===== config.mk =====
export PLATFORM = sky130hd
export DESIGN_NAME = mem_port_arbiter
export DESIGN_NICKNAME = d
export VERILOG_FILES = /design/src/rtl/mem_port_arbiter.sv
export SDC_FILE = /design/constraint.sdc
export NUM_CORES = 1
export LEC_CHECK = 0
export BUFFER_PORTS_ARGS = -buffer_cell sky130_fd_sc_hd__buf_2
export CORE_MARGIN = 2
export CORE_UTILIZATION = 47
export CTS_CLUSTER_DIAMETER = 40
export DETAILED_ROUTE_END_ITERATION = 10
export HOLD_SLACK_MARGIN = 0.02
export PLACE_DENSITY_LB_ADDON = 0.3
export SKIP_CTS_REPAIR_TIMING = 1
export SLEW_MARGIN = 20
export SYNTH_ARGS = -nofsm -noshare
export SYNTH_HDL_FRONTEND = slang
export SYNTH_SLANG_ARGS = --single-unit

===== constraint.sdc =====
create_clock -name clk_i -period 1.95 [get_ports clk_i]
set_clock_uncertainty 0.1 [all_clocks]
set_input_delay 0.0975 -clock clk_i [delete_from_list [all_inputs] [get_ports clk_i]]
set_output_delay 0.0975 -clock clk_i [all_outputs]
set_load 0.02 [all_outputs]

===== src/rtl/mem_port_arbiter.sv =====
// Round-robin arbiter sharing one single-port, fixed-latency memory between
// the instruction-fetch port and the load/store data port.
module mem_port_arbiter #(
    parameter int ADDR_WIDTH  = 12,
    parameter int DATA_WIDTH  = 32,
    parameter int MEM_LATENCY = 1
) (
    input  logic                  clk_i,
    input  logic                  reset_i,
    input  logic                  if_req_i,
    input  logic [ADDR_WIDTH-1:0] if_addr_i,
    output logic                  if_ack_o,
    output logic [DATA_WIDTH-1:0] if_rdata_o,
    input  logic                  dm_req_i,
    input  logic                  dm_we_i,
    input  logic [ADDR_WIDTH-1:0] dm_addr_i,
    input  logic [DATA_WIDTH-1:0] dm_wdata_i,
    output logic                  dm_ack_o,
    output logic [DATA_WIDTH-1:0] dm_rdata_o,
    output logic                  mem_en_o,
    output logic                  mem_we_o,
    output logic [ADDR_WIDTH-1:0] mem_addr_o,
    output logic [DATA_WIDTH-1:0] mem_wdata_o,
    input  logic [DATA_WIDTH-1:0] mem_rdata_i,
    output logic                  busy_o,
    output logic                  owner_o
);
    // state | meaning
    // IDLE  | arbitrate between pending requests
    // ISSUE | single-cycle memory strobe, latency counter loaded
    // WAIT  | count down to read-data valid, capture on zero
    // DONE  | one-cycle ack to the owner
    typedef enum logic [1:0] {IDLE, ISSUE, WAIT, DONE} state_e;

    localparam logic [3:0] CNT_LOAD = 4'(MEM_LATENCY - 1);

    state_e                state_q, state_d;
    logic [3:0]            cnt_q, cnt_d;
    logic                  last_grant_q, last_grant_d;
    logic                  owner_q, owner_d;
    logic                  we_q, we_d;
    logic [ADDR_WIDTH-1:0] addr_q, addr_d;
    logic [DATA_WIDTH-1:0] wdata_q, wdata_d;
    logic [DATA_WIDTH-1:0] if_rdata_q, if_rdata_d;
    logic [DATA_WIDTH-1:0] dm_rdata_q, dm_rdata_d;
    logic                  grant_dm;

    always_ff @(posedge clk_i) begin
        if (!reset_i) begin
            state_q      <= IDLE;
            cnt_q        <= '0;
            last_grant_q <= 1'b1;
            owner_q      <= 1'b0;
            we_q         <= 1'b0;
            addr_q       <= '0;
            wdata_q      <= '0;
            if_rdata_q   <= '0;
            dm_rdata_q   <= '0;
        end else begin
            state_q      <= state_d;
            cnt_q        <= cnt_d;
            last_grant_q <= last_grant_d;
            owner_q      <= owner_d;
            we_q         <= we_d;
            addr_q       <= addr_d;
            wdata_q      <= wdata_d;
            if_rdata_q   <= if_rdata_d;
            dm_rdata_q   <= dm_rdata_d;
        end
    end

    always_comb begin
        state_d      = state_q;
        cnt_d        = cnt_q;
        last_grant_d = last_grant_q;
        owner_d      = owner_q;
        we_d         = we_q;
        addr_d       = addr_q;
        wdata_d      = wdata_q;
        if_rdata_d   = if_rdata_q;
        dm_rdata_d   = dm_rdata_q;
        grant_dm     = 1'b0;
        case (state_q)
            IDLE: begin
                if (if_req_i || dm_req_i) begin
                    // On a tie the port that did not win last time is served.
                    grant_dm     = dm_req_i && (!if_req_i || !last_grant_q);
                    owner_d      = grant_dm;
                    last_grant_d = grant_dm;
                    addr_d       = grant_dm ? dm_addr_i : if_addr_i;
                    we_d         = grant_dm && dm_we_i;
                    wdata_d      = dm_wdata_i;
                    state_d      = ISSUE;
                end
            end
            ISSUE: begin
                cnt_d   = CNT_LOAD;
                state_d = WAIT;
            end
            WAIT: begin
                if (cnt_q == 4'd0) begin
                    if (!we_q) begin
                        if (owner_q) dm_rdata_d = mem_rdata_i;
                        else         if_rdata_d = mem_rdata_i;
                    end
                    state_d = DONE;
                end else begin
                    cnt_d = cnt_q - 4'd1;
                end
            end
            DONE:    state_d = IDLE;
            default: state_d = IDLE;
        endcase
    end

    assign mem_en_o    = (state_q == ISSUE);
    assign mem_we_o    = we_q;
    assign mem_addr_o  = addr_q;
    assign mem_wdata_o = wdata_q;
    assign if_ack_o    = (state_q == DONE) && !owner_q;
    assign dm_ack_o    = (state_q == DONE) && owner_q;
    assign if_rdata_o  = if_rdata_q;
    assign dm_rdata_o  = dm_rdata_q;
    assign busy_o      = (state_q != IDLE);
    assign owner_o     = owner_q;

endmodule


Yosys cells after proc, flatten, opt, wreduce, memory -nomap -nowiden

Index checks and enable logic that the tools add are counted.

Bits in registers: 117
Input bits: 93
Output and inout port bits: 114
Logic and storage cells: 42

Add/sub/neg operators: 1
Equal/unequal tests: 6
Multiplexer cells: 6
Bitwise gates (word level): 2
Reduce and logical (&&, ||, !) cells: 18

Operators by type and width:

| operator              | number |
|---|---|
| $mux W12              | 1 |
| $pmux W2 S4           | 1 |
| $pmux W4 S2           | 1 |
| $reduce_and A4 Y1     | 2 |
| $ne A2 B2 Y1 const B  | 3 |
| $reduce_and A2 Y1     | 3 |
| $eq A2 B2 Y1 const B  | 2 |
| $logic_and A1 B1 Y1   | 4 |
| $logic_not A4 Y1      | 1 |
| $mux W2               | 2 |
| $mux W4               | 1 |
| $reduce_bool A2 Y1    | 2 |
| $sub A4 B1 Y4 const B | 1 |
| $logic_not A1 Y1      | 3 |
| $eq A2 B1 Y1 const B  | 1 |
| $logic_not A2 Y1      | 1 |
| $logic_or A1 B1 Y1    | 2 |
| $not A1 Y1            | 2 |

Longest topological paths before layout

Depth in word-level cells: 4
Depth in mapped cells: 8
Depth with buffers taken out: 5

Worst setup path before layout

No wires, ideal clock.

Path type: register to register
Start: register state_q[0]
End: register if_rdata_q[10] (netlist: if_rdata_o[10])
Library setup time: 0.072 ns
Data arrival time: 1.490 ns
Required time: 1.778 ns
Setup slack: 0.289 ns
Stages on the path, launching flop included: 8
Path through: dfxtp_1 inv_1 ha_1 and3b_1 and3b_1 buf_6 buf_8 mux2i_1

Longest elaborated chain between the ends: 2

Ends and longest elaborated chain:

| element                     | RTL line | source |
|---|---|---|
| start: declaration          | 37       | `state_e state_q, state_d;` |
| start signal: assignment    | 60       | `state_q <= state_d;` |
| $eq A2 B2 Y1                | 83       | `case (state_q)` |
| $reduce_and A4 Y1 (no line) | -        |  |
| end signal: assignment      | 67       | `if_rdata_q <= if_rdata_d;` |
| end: declaration            | 44       | `logic [DATA_WIDTH-1:0] if_rdata_q, if_rdata_d;` |

No other way between the ends.
A chain may end at the register's enable or synchronous reset.

Worst setup path after layout

Start: register last_grant_q
End: register addr_q[10] (netlist: mem_addr_o[10])

Longest elaborated chain between the ends: 4

Ends and longest elaborated chain:

| element                  | RTL line | source |
|---|---|---|
| start: declaration       | 39       | `logic last_grant_q, last_grant_d;` |
| start signal: assignment | 62       | `last_grant_q <= last_grant_d;` |
| $logic_not A1 Y1         | 87       | `grant_dm = dm_req_i && (!if_req_i \|\| !last_grant_q);` |
| $logic_or A1 B1 Y1       | 87       |  |
| $logic_and A1 B1 Y1      | 87       |  |
| $mux W12                 | 90       | `addr_d = grant_dm ? dm_addr_i : if_addr_i;` |
| end signal: assignment   | 65       | `addr_q <= addr_d;` |
| end: declaration         | 42       | `logic [ADDR_WIDTH-1:0] addr_q, addr_d;` |

No other way between the ends.

==> impl_metrics.tcl <==
set metrics [dict create \
    grt_max_degree 57 \
    synth.avg_cell_area_um2 9.38 \
    drtIter0Drc 169 \
    status "finished, final reports clean" \
    cts_sinks 117 \
    synth_fp_nets 595 \
    syn-cell-area_mm2 0.00465 \
    hold_slack_ns 0.289 \
    synth-simple-area-share 0.160 \
    start_util 0.480 \
    wl_mm 13.4 \
    wl_per_cell_um 14.4 \
    fp.dieH_um 103 \
    synth-edff-count 0 \
    grt_pass1_wl_mm 16.9 \
    synthMuxAreaShare 0.168 \
    crit_chain "a21boi_2 > buf_4 > mux2i_1 > dlygate4sd3_1 > a21oi_1" \
    async_flop_share 0 \
    synth-seq-cells 117 \
    place.gp.congestion 0.759 \
    cts_tree "yes" \
    min_period_ns 1.85 \
    maxCapViolations 0 \
    io_buffers 206 \
    setup_viol 0 \
    cp-start-kind "flip-flop" \
    dieArea_mm2 0.0107 \
    grt.overflow.total 0 \
    yosys-top-cells-count "nand2_1 (163), dfxtp_1 (117), mux2i_1 (78)" \
    grt_usage 0.203 \
    yosysMostFrequentCell "nand2_1" \
    placed_area_mm2 0.00579 \
    cpPeakStageDelay_ns 0.57 \
    dpl.hpwl_mm 7.83 \
    synth_compound_area_frac 0.102 \
    via_per_inst 4.79 \
    rows 36 \
    period_share 0.951 \
    die_w_um 103 \
    crit_path_end_kind "flip-flop" \
    ant_nets 0 \
    yosys_warnings 0 \
    fmax_mhz 540 \
    worst-slew-pin-transition_ns 0.342 \
    crit_buf_inv 2 \
    hold_viol_final 0 \
    cts_root_buf "clkbuf_8" \
    cp.required_ns 2.24 \
    num-nets-final 888 \
    critPathTopFamily "buffers and inverters" \
    path_class "flip-flop to flip-flop" \
    drive_gt1_frac 0.315 \
    synth.top_cell.area_share 0.503 \
    grt_pass1_vias 3712 \
    synth_cells 496 \
    numCtsBuffers 17 \
    synth_top_family_by_area "multiplexers" \
    synth_area_leaders "dfxtp_1 (50%), mux2i_1 (17%), nand2_1 (13%)" \
    hold_class "input pin to flip-flop" \
    pre_cts_ws_ns 0.227 \
    synth-main-ff-cell "dfxtp_1" \
    cts_buffer_depth 2 \
    max_slew_margin 0.772 \
    htree_num_levels 4 \
    design_area_mm2 0.00736 \
    synthAdderAreaFrac 0.0161 \
    drv_slew 0 \
    setup_slack_ns 0.0965 \
    worstSkewPairLatency_ns 0.51 \
    p_leak_nw 3.61 \
    synth-seq-area-share 0.503 \
    drcViolationCount 0 \
    power.density_mw_per_mm2 1240 \
    ir_worst_vdd_mv 0.923 \
    area_growth_pct 58.3 \
    ios 207 \
    synth_xor_xnor_area_share 0 \
    critPathMaxFanout 13 \
    core_area_mm2 0.00968 \
    antenna_found_initial 0 \
    clk_pin_slew_ns 0.06 \
    synth_top_cell_by_area "dfxtp_1" \
    n_antenna_cell 0 \
    synth_cell_types 34 \
    arrival_ns 2.14 \
    cp_slowest_cell "dlygate4sd3_1" \
    first_pass_iters 5 \
    vias 4480 \
    p_total_mw 9.14 \
]
where the power goes:
part           switching [mW]  internal, mW
combinational            1.68          1.08
sequential              0.220          2.82
clock                    1.12          2.21
total                    3.02          6.12
state kept, by name, summed over array words and instances (netlist names):
register / count
mem_wdata_o: 32
state_q: 2
cnt_q: 4
owner_o: 1
dm_rdata_o: 32
if_rdata_o: 32
mem_addr_o: 12
mem_we_o: 1
last_grant_q: 1
metal layers:
metal / up-vias / wire, µm / GRT usage
li1: 2231 / - / -
met1: 2095 / 5200 / 0.232
met2: 134 / 7410 / 0.358
met3: 20 / 610 / 0.0477
met4: 0 / 226 / 0.0931
met5: - / 0 / 0
path summary, 6_finish.rpt:
kind	endpoint	from	cells after the start	slack (ns)
max	mem_addr_o[10]	last_grant_q	5	0.1
min	mem_wdata_o[18]	dm_wdata_i[18]	4	0.29
max reg2reg	mem_addr_o[10]	last_grant_q	5	0.1
min reg2reg	if_rdata_o[19]	if_rdata_o[19]	2	0.36
logic make-up after synthesis:
group,count (synthesis)
compound gates,71
mux,78
simple gates,183
fa+ha+maj,6
buf+inv,41
flops,117
worst reg2reg max path: stages (launching register included):
cell	delay, ns
dfxtp_1	0.33
a21boi_2	0.15
buf_4	0.27
mux2i_1	0.25
dlygate4sd3_1	0.57
a21oi_1	0.07
layout by cell type, fill, tap and decap left out, types with 6 or more instances in the layout:
cell	instances
a21boi_0	34
a21oi_1	14
buf_12	6
buf_2	205
clkbuf_16	16
dfxtp_1	117
dlygate4sd3_1	93
ha_1	6
inv_1	6
mux2i_1	78
nand2_1	163
o21ai_0	13
cell type report:
class | count | area (µm²)
clock buffers | 17 | 414
clock inverters | 15 | 228
fillers | 649 | 2320
inverters | 6 | 22.5
multi-input cells | 338 | 2070
flip-flops and latches | 117 | 2340
well taps | 133 | 166
repair buffers | 309 | 2110
metrics by stage:
step	setup TNS, ns	std cells	utilization
floorplan	0	496	-
global placement	0	810	0.598
detailed placement	0	810	0.598
CTS	0	842	0.664
global route	-0.0000560	935	0.760
finish	0	935	0.760
Power figures use the tool's default switching activity.
